--- src/rtl/pipe_ctrl_pkg.sv ---
// Shared constants for the MiniMIPS32 pipeline controller: exception codes,
// stall-vector encodings and the stall priority encoder.
package pipe_ctrl_pkg;

    localparam int EXC_CODE_WIDTH = 5;

    localparam logic [EXC_CODE_WIDTH-1:0] EC_NONE    = 5'h10;
    localparam logic [EXC_CODE_WIDTH-1:0] EC_ERET    = 5'h11;
    localparam logic [EXC_CODE_WIDTH-1:0] EC_SYSCALL = 5'h08;

    localparam logic STOP    = 1'b1;
    localparam logic NO_STOP = 1'b0;

    localparam logic [31:0] ZERO_WORD = 32'h0000_0000;

    // Bit order: [0]=PC [1]=IF [2]=ID [3]=EX [4]=MEM [5]=WB; WB is never frozen.
    localparam logic [5:0] STALL_NONE = 6'b000000;
    localparam logic [5:0] STALL_IF   = 6'b000011;
    localparam logic [5:0] STALL_ID   = 6'b000111;
    localparam logic [5:0] STALL_EX   = 6'b001111;
    localparam logic [5:0] STALL_MEM  = 6'b011111;

    function automatic logic [5:0] stall_encode(
        input logic req_if,
        input logic req_id,
        input logic req_ex,
        input logic req_mem
    );
        logic [5:0] enc;
        enc = STALL_NONE;
        if (req_mem)     enc = STALL_MEM;
        else if (req_ex) enc = STALL_EX;
        else if (req_id) enc = STALL_ID;
        else if (req_if) enc = STALL_IF;
        return enc;
    endfunction

endpackage

--- src/rtl/pipe_ctrl_perf.sv ---
// Stall-cycle and flush-event counters; instantiated only when PIPE_CTRL_PERF_EN is defined.
module pipe_ctrl_perf #(
    parameter int PERF_W = 32
) (
    input  logic              cpu_clk_75M,
    input  logic              cpu_rst_n,
    input  logic [5:0]        stall,
    input  logic              flush,
    output logic [PERF_W-1:0] perf_stall_cycles,
    output logic [PERF_W-1:0] perf_flush_count
);

    // Counters wrap naturally at 2^PERF_W.
    always_ff @(posedge cpu_clk_75M) begin
        if (!cpu_rst_n) begin
            perf_stall_cycles <= '0;
            perf_flush_count  <= '0;
        end else begin
            if (stall != 6'b000000)
                perf_stall_cycles <= perf_stall_cycles + 1'b1;
            if (flush)
                perf_flush_count <= perf_flush_count + 1'b1;
        end
    end

endmodule

--- src/rtl/pipe_ctrl.sv ---
// Stall/flush scheduler for the 5-stage MiniMIPS32 pipeline: merges stall
// requests and sequences exception/ERET redirects. Optional counters: PIPE_CTRL_PERF_EN.
module pipe_ctrl
    import pipe_ctrl_pkg::*;
#(
    parameter logic [31:0] EXC_VECTOR  = 32'hBFC0_0380,
    parameter int          HOLD_CYCLES = 2,
    parameter int          PERF_W      = 32
) (
    input  logic                      cpu_clk_75M,
    input  logic                      cpu_rst_n,
    input  logic                      stallreq_if,
    input  logic                      stallreq_id,
    input  logic                      stallreq_ex,
    input  logic                      stallreq_mem,
    input  logic [EXC_CODE_WIDTH-1:0] exc_code_i,
    input  logic [31:0]               cp0_epc_i,
`ifdef PIPE_CTRL_PERF_EN
    output logic [PERF_W-1:0]         perf_stall_cycles,
    output logic [PERF_W-1:0]         perf_flush_count,
`endif
    output logic [5:0]                stall,
    output logic                      flush,
    output logic [31:0]               new_pc,
    output logic                      busy_exc
);

    typedef enum logic [1:0] {
        RUN   = 2'd0,
        DRAIN = 2'd1,
        HOLD  = 2'd2
    } state_e;

    localparam logic [3:0] HOLD_INIT = 4'(HOLD_CYCLES - 1);

    state_e      state_q, state_d;
    logic [3:0]  hold_q, hold_d;
    logic [31:0] target_q, target_d;

    logic [5:0]  stall_enc, stall_c;
    logic        flush_c;
    logic [31:0] new_pc_c, target_now;
    logic        exc_req;

    always_comb begin
        stall_enc  = stall_encode(stallreq_if, stallreq_id, stallreq_ex, stallreq_mem);
        exc_req    = (exc_code_i != EC_NONE);
        target_now = (exc_code_i == EC_ERET) ? cp0_epc_i : EXC_VECTOR;

        stall_c  = stall_enc;
        flush_c  = 1'b0;
        new_pc_c = ZERO_WORD;
        state_d  = state_q;
        hold_d   = hold_q;
        target_d = target_q;

        case (state_q)
            RUN: begin
                if (exc_req) begin
                    if (!stallreq_mem) begin
                        flush_c  = 1'b1;
                        new_pc_c = target_now;
                        stall_c  = STALL_NONE;
                        state_d  = HOLD;
                        hold_d   = HOLD_INIT;
                    end else begin
                        target_d = target_now;
                        state_d  = DRAIN;
                    end
                end
            end
            DRAIN: begin
                // The committed exception is already captured; new codes are ignored.
                if (!stallreq_mem) begin
                    flush_c  = 1'b1;
                    new_pc_c = target_q;
                    stall_c  = STALL_NONE;
                    state_d  = HOLD;
                    hold_d   = HOLD_INIT;
                end
            end
            HOLD: begin
                if (hold_q == 4'd0)
                    state_d = RUN;
                else
                    hold_d = hold_q - 4'd1;
            end
            default: state_d = RUN;
        endcase
    end

    // Outputs are forced quiet while reset is held, independent of state.
    assign stall    = cpu_rst_n ? stall_c  : STALL_NONE;
    assign flush    = cpu_rst_n & flush_c;
    assign new_pc   = cpu_rst_n ? new_pc_c : ZERO_WORD;
    assign busy_exc = cpu_rst_n & (state_q != RUN);

    always_ff @(posedge cpu_clk_75M) begin
        if (!cpu_rst_n) begin
            state_q  <= RUN;
            hold_q   <= 4'd0;
            target_q <= ZERO_WORD;
        end else begin
            state_q  <= state_d;
            hold_q   <= hold_d;
            target_q <= target_d;
        end
    end

`ifdef PIPE_CTRL_PERF_EN
    pipe_ctrl_perf #(
        .PERF_W (PERF_W)
    ) u_perf (
        .cpu_clk_75M       (cpu_clk_75M),
        .cpu_rst_n         (cpu_rst_n),
        .stall             (stall),
        .flush             (flush),
        .perf_stall_cycles (perf_stall_cycles),
        .perf_flush_count  (perf_flush_count)
    );
`endif

endmodule

--- config.mk ---
export PLATFORM = sky130hd
export DESIGN_NAME = pipe_ctrl
export DESIGN_NICKNAME = d
export VERILOG_FILES = /design/src/rtl/pipe_ctrl_pkg.sv /design/src/rtl/pipe_ctrl_perf.sv /design/src/rtl/pipe_ctrl.sv
export SDC_FILE = /design/constraint.sdc
export NUM_CORES = 1
export LEC_CHECK = 0
export ABC_CLOCK_PERIOD_IN_PS = 3700
export CELL_PAD_IN_SITES_DETAIL_PLACEMENT = 0
export CELL_PAD_IN_SITES_GLOBAL_PLACEMENT = 1
export CORE_ASPECT_RATIO = 0.7
export CORE_MARGIN = 4
export CORE_UTILIZATION = 35
export CTS_BUF_LIST = sky130_fd_sc_hd__clkbuf_8
export CTS_CLUSTER_SIZE = 40
export DETAILED_ROUTE_END_ITERATION = 10
export PLACE_DENSITY_LB_ADDON = 0.1
export SETUP_SLACK_MARGIN = 0.15
export SYNTH_ARGS = -nofsm -noshare
export SYNTH_HDL_FRONTEND = slang
export SYNTH_SLANG_ARGS = --single-unit
--- constraint.sdc ---
create_clock -name cpu_clk_75M -period 3.7 [get_ports cpu_clk_75M]
set_clock_uncertainty 0.2 [all_clocks]
set_input_delay 0.74 -clock cpu_clk_75M [delete_from_list [all_inputs] [get_ports cpu_clk_75M]]
set_output_delay 0.74 -clock cpu_clk_75M [all_outputs]
set_load 0.02 [all_outputs]
# [Word-level counts from Yosys, hierarchy flattened]
# Index checks and enable logic that the tools add are counted.
[word_totals] register_bits=38 inputBits=43 out_inout_bits=40
[op_classes] addsub=1 n_eq_ne=8 muxes=26 n_bitwise=2 reduce_logical=7
[op_table] op="$mux W32" count=5
[op_table] op="$pmux W32 S2" count=1
[op_table] op="$mux W6" count=3
[op_table] op="$mux W4" count=4
[op_table] op="$pmux W4 S3" count=1
[op_table] op="$pmux W6 S2" count=1
[op_table] op="$mux W2" count=5
[op_table] op="$reduce_and A3 Y1" count=3
[op_table] op="$ne A2 B2 Y1 const B" count=4
[op_table] op="$pmux W2 S3" count=1
[op_table] op="$eq A5 B5 Y1 const B" count=1
[op_table] op="$mux W5" count=1
[op_table] op="$ne A5 B5 Y1 const B" count=1
[op_table] op="$logic_not A4 Y1" count=1
[op_table] op="$sub A4 B1 Y4 const B" count=1
[op_table] op="$mux W3" count=1
[op_table] op="$reduce_bool A3 Y1" count=1
[op_table] op="$and A1 B1 Y1" count=2
[op_table] op="$eq A2 B1 Y1 const B" count=1
[op_table] op="$eq A2 B2 Y1 const B" count=1
[op_table] op="$logic_not A2 Y1" count=1
[op_table] op="$mux W1" count=2
[op_table] op="$pmux W1 S2" count=1
[op_table] op="$reduce_bool A2 Y1" count=1

# [Logic depth before layout (Yosys ltp)]
[logic_depth] word_depth=8 depth_mapped=6

# [Worst setup path before layout]
# No wires, ideal clock.
[synth_timing] kind="input to output" from="in exc_code_i[1]" to="out stall[1]" arrival_time_ns=2.294 t_required_ns=2.760 setup_slack_ns=0.466 cell_stages=4 cell_sequence="nor4b_2 a211oi_1 a211oi_1 buf_4"
[synth_via] elab_chain_cells=4
[synth_lines] item="from (decl)" line="pipe_ctrl.sv:16" text="input logic [EXC_CODE_WIDTH-1:0] exc_code_i,"
[synth_lines] item="$ne A5 B5 Y1" line="pipe_ctrl.sv:47" text="exc_req = (exc_code_i != EC_NONE);"
[synth_lines] item="$mux W6" line="pipe_ctrl.sv:59" text="if (exc_req) begin"
[synth_lines] item="$pmux W6 S2" line="pipe_ctrl.sv:57" text="case (state_q)"
[synth_lines] item="$mux W6" line="pipe_ctrl.sv:93" text="assign stall = cpu_rst_n ? stall_c : STALL_NONE;"
[synth_lines] item="to (decl)" line="pipe_ctrl.sv:22" text="output logic [5:0] stall,"
# No other way between the ends.

# [Worst setup path after layout]
[layout_timing] from="in exc_code_i[1]" to="out new_pc[10]"
[layout_via] elab_chain_cells=6 elab_cells_between_ends=7 classes_between="2 x eq/ne; 5 x mux"
[layout_lines] item="$eq A5 B5 Y1" line="pipe_ctrl.sv:48" text="target_now = (exc_code_i == EC_ERET) ? cp0_epc_i : EXC_VECTOR;"
[layout_lines] item="$mux W32" line="pipe_ctrl.sv:48"
[layout_lines] item="$mux W32" line="pipe_ctrl.sv:60" text="if (!stallreq_mem) begin"
[layout_lines] item="$mux W32 (*)" line="pipe_ctrl.sv:59"
[layout_lines] item="$pmux W32 S2 (*)" line="pipe_ctrl.sv:57"
[layout_lines] item="$mux W32 (*)" line="pipe_ctrl.sv:95" text="assign new_pc = cpu_rst_n ? new_pc_c : ZERO_WORD;"
[layout_lines] item="to (decl)" line="pipe_ctrl.sv:24" text="output logic [31:0] new_pc,"
# Every way passes the cells marked *; elsewhere a longest branch is shown, timed or not.

==> summary.md <==
| Metric | Value |
|---|---|
| Ys async rst share | 0% |
| Highest Clock Rate | 0.285 GHz |
| Worst-path fanout max | 20 |
| Cells after Synth | 240 |
| Initial drt markers | 88 |
| WP buf/inv | 3 |
| Crit path largest cell delay | around 0.6 ns |
| Pwr dens | 349 mW/mm² |
| Synthesized flop and latch total | 38 |
| IO Pins | 83 |
| Placed wire-length estimate | 4.25 mm |
| First-pass GRT wire length | around 9.8 mm |
| Mapped cell area | between 0.002 and 0.0025 mm² |
| Worst setup path start | exc_code_i[1] |
| GRT Overall Usage | between 10% and 20% |
| Clock slew seen by the registers of the worst setup and hold paths | 0.07 ns |
| Syn avg cell area | 8.68 µm² |
| Hold path startpoint | target_q[17]$_SDFFE_PN0P_ |
| Crit path cell chain | clkdlybuf4s50_1 > or4b_4 > nor3_4 > buf_12 > a22o_1 > clkdlybuf4s15_2 |
| Clk Latency, worst-skew pair | 0.28 ns |
| Placed cell areas | 0.00299 mm² |
| Vias per cell | 5.35 |
| Unique masters post-synth | 37 |
| GP Congestion | 0.696 |
| Final WL | 6.28 mm |
| Initial antenna violation count | 0 |
| Die span in y | 72.6 µm |
| Highest-count cells in the layout ignoring fill and taps | 43 x clkdlybuf4s50_1, 38 x dfxtp_1, 32 x nand2_1, 21 x nand4_1 |
| Syn nets | 284 |
| Synth Area in Simple Gates | between 10% and 20% |
| Synth Area in Adders | less than 1% |
| Crit-path leading delay family | buffers and inverters |
| IO Port Bufs | slightly above 80 |
| VDD IR max | 0.000130 V |
| Placeable Area | between 0.005 and 0.006 mm² |
| Compound-cell area share of the yosys netlist | 25.2% |
| Overflow after GRT | 0 |
| Crit end category | output pin |
| Crit-path slowest cell | or4b_4 |
| Pre-Repair DR Iteration Count | 4 |
| Layout cells sized above 1 | 15.5% |
| WP data required | 2.76 ns |
| Post-synthesis sequential area ratio | 36.5% |
| # rows | 23 |
| Tmin final | 3.51 ns |
| Most common cell after layout, fill and taps aside | clkdlybuf4s50_1 |
| Hold Violations, Final | 0 |
| Worst slew margin | 62.0% |
| Design Area, Final | 0.00309 mm² |
| # DRC | 0 |
| Total Power | 1.08 mW |
| Largest family of logic cells by synthesized area | compound AO/OA/AOI/OAI gates |
| Yosys Warn Count | 0 |
| Synth Area in XOR/XNOR | 0% |
| Crit Path Class | input port to output pin |
| Number of diodes | 0 |
| Die width | around 100 µm |
| # clock sinks | 38 |
| Cts bufs inserted | 5 |
| Final std cells w/o fill | 392 |
| Worst-Margin Slew | roughly 0.57 ns |
| Routed Antenna Nets | 0 |
| Worst Setup Start Kind | input port |
| Fillers | 544 |
| Post-synth EDFFs | 0 |
| TritonCTS clock tree | built |
| DP Cell Count | 382 |
| Tcrit/Tclk final | 94.9% |
| Routed vias | 2,098 |
| Max Cap Viol | 0 |
| Largest net degree at the start of global routing | 55 |
| Worst Hold Slack | 0.262 ns |
| Starting Density | a little over a third |
| Setup Viol. Count Final | 0 |
| Post-synthesis mux area share | 9.61% |
| Reg2reg start | state_q[1]$_SDFFE_PN0P_ |
| Hold Crit Class | flip-flop to flip-flop |
| CTS Buffer Depth | 2 |
| Slew Viols, Final | 0 |
| CTS root buffer | clkbuf_8 |
| Die area | 0.00727 mm² |
| Synth-to-Final Area Change | 48.5% |
| H-tree Lvls | 2 |
| DR WL/cell | 16.0 µm |
| Unrepaired setup endpoints after global routing | yes |
| Leakage | 1.24 nW |
| Outcome | finished, final reports clean |
| Number of global-route vias before repair | 1,982 |
| Final nets | 360 |
| WP data arrival | 2.57 ns |
| Synth Flop Type | dfxtp_1 |
-- layout make-up --
type                            instances  area (µm²)  share of cell area, %
Tap cell                               75        93.8                   3.03
Multi-Input combinational cell        168        1200                   38.7
Clock buffer                            6        82.6                   2.67
Inverter                                5        18.8                  0.607
Clock inverter                          2        60.1                   1.94
Timing Repair Buffer                   98         880                   28.4
Sequential cell                        38         761                   24.6
-- flip-flops by register name, summed over array words and instances (netlist names) --
register and count:
hold_q 4, target_q 32, state_q 2
-- worst paths after layout --
check	to	slack [ns]	depth (start not counted)
setup / recovery	new_pc[10]	0.19	6
hold / removal	target_q[17]$_SDFFE_PN0P_	0.26	2
setup reg to reg	target_q[14]$_SDFFE_PN0P_	1.60	4
hold reg to reg	target_q[17]$_SDFFE_PN0P_	0.26	2
-- per-stage QoR --
stage                     setup slack (ns)  utilization (%)  setup TNS (ns)
after global placement              -0.190             51.9           -3.15
after floorplan                      0.466                -               0
after global routing                 0.127             53.7               0
after detailed placement            -0.182             51.9           -3.35
after CTS                           0.0759             54.3               0
final                                0.190             53.7               0
-- cells by family after synthesis --
kind of cell,count (synthesis)
DFF,38
muxes,20
buffers and inverters,34
and+or+nand+nor,77
adders and majority gates,1
AOI/OAI and AO/OA,69
other,1
-- power by group --
group | leakage (nW) | internal, mW | switching (mW)
sequential | 0.310 | 0.425 | 0.0115
clock | 0.0714 | 0.288 | 0.151
combinational | 0.856 | 0.101 | 0.103
-- cells in the mapped netlist (2+ instances only) --
master	count	area, µm²
inv_1	4	15.0
o21ai_0	14	70.1
nor2b_1	3	18.8
a211oi_1	4	30.0
nor3_1	5	25.0
and2_1	2	12.5
buf_6	4	45.0
nor4_1	2	12.5
a21oi_1	13	65.1
nand2_1	32	120
nor2_1	3	11.3
buf_4	2	15.0
nand4_1	21	131
clkbuf_1	21	78.8
dfxtp_1	38	761
buf_2	2	10.0
mux2i_1	20	200
a22o_1	20	175
o221a_2	2	22.5
or4b_1	2	20.0
o221a_1	10	113
-- per-layer routing --
metal	track usage (%)	vias to the layer above	share of wire [%]
met5	0	-	0
met4	3.14	0	0.64
met3	4.51	5	7.8
met2	23.6	73	41
met1	24.8	961	51
li1	-	1059	-
-- tightest hold or removal path, cell delays in order, from the launching register on --
cell	delay (ns)
dfxtp_1	0.31
nand2_1	0.05
mux2i_1	0.05
-- repair_timing --
| item | 4_1_cts | 5_1_grt |
|---|---|---|
| endpoints found under the hold margin | 0 | 0 |
| pin swaps | 0 | 1 |
| resized for setup | 62 | 18 |
| hold buffers | 0 | 0 |
| setup endpoints to repair | 37 | 24 |
| cloned | 0 | 1 |
| setup buffers | 0 | 1 |
Note: power is estimated with default switching activity, not from simulation.
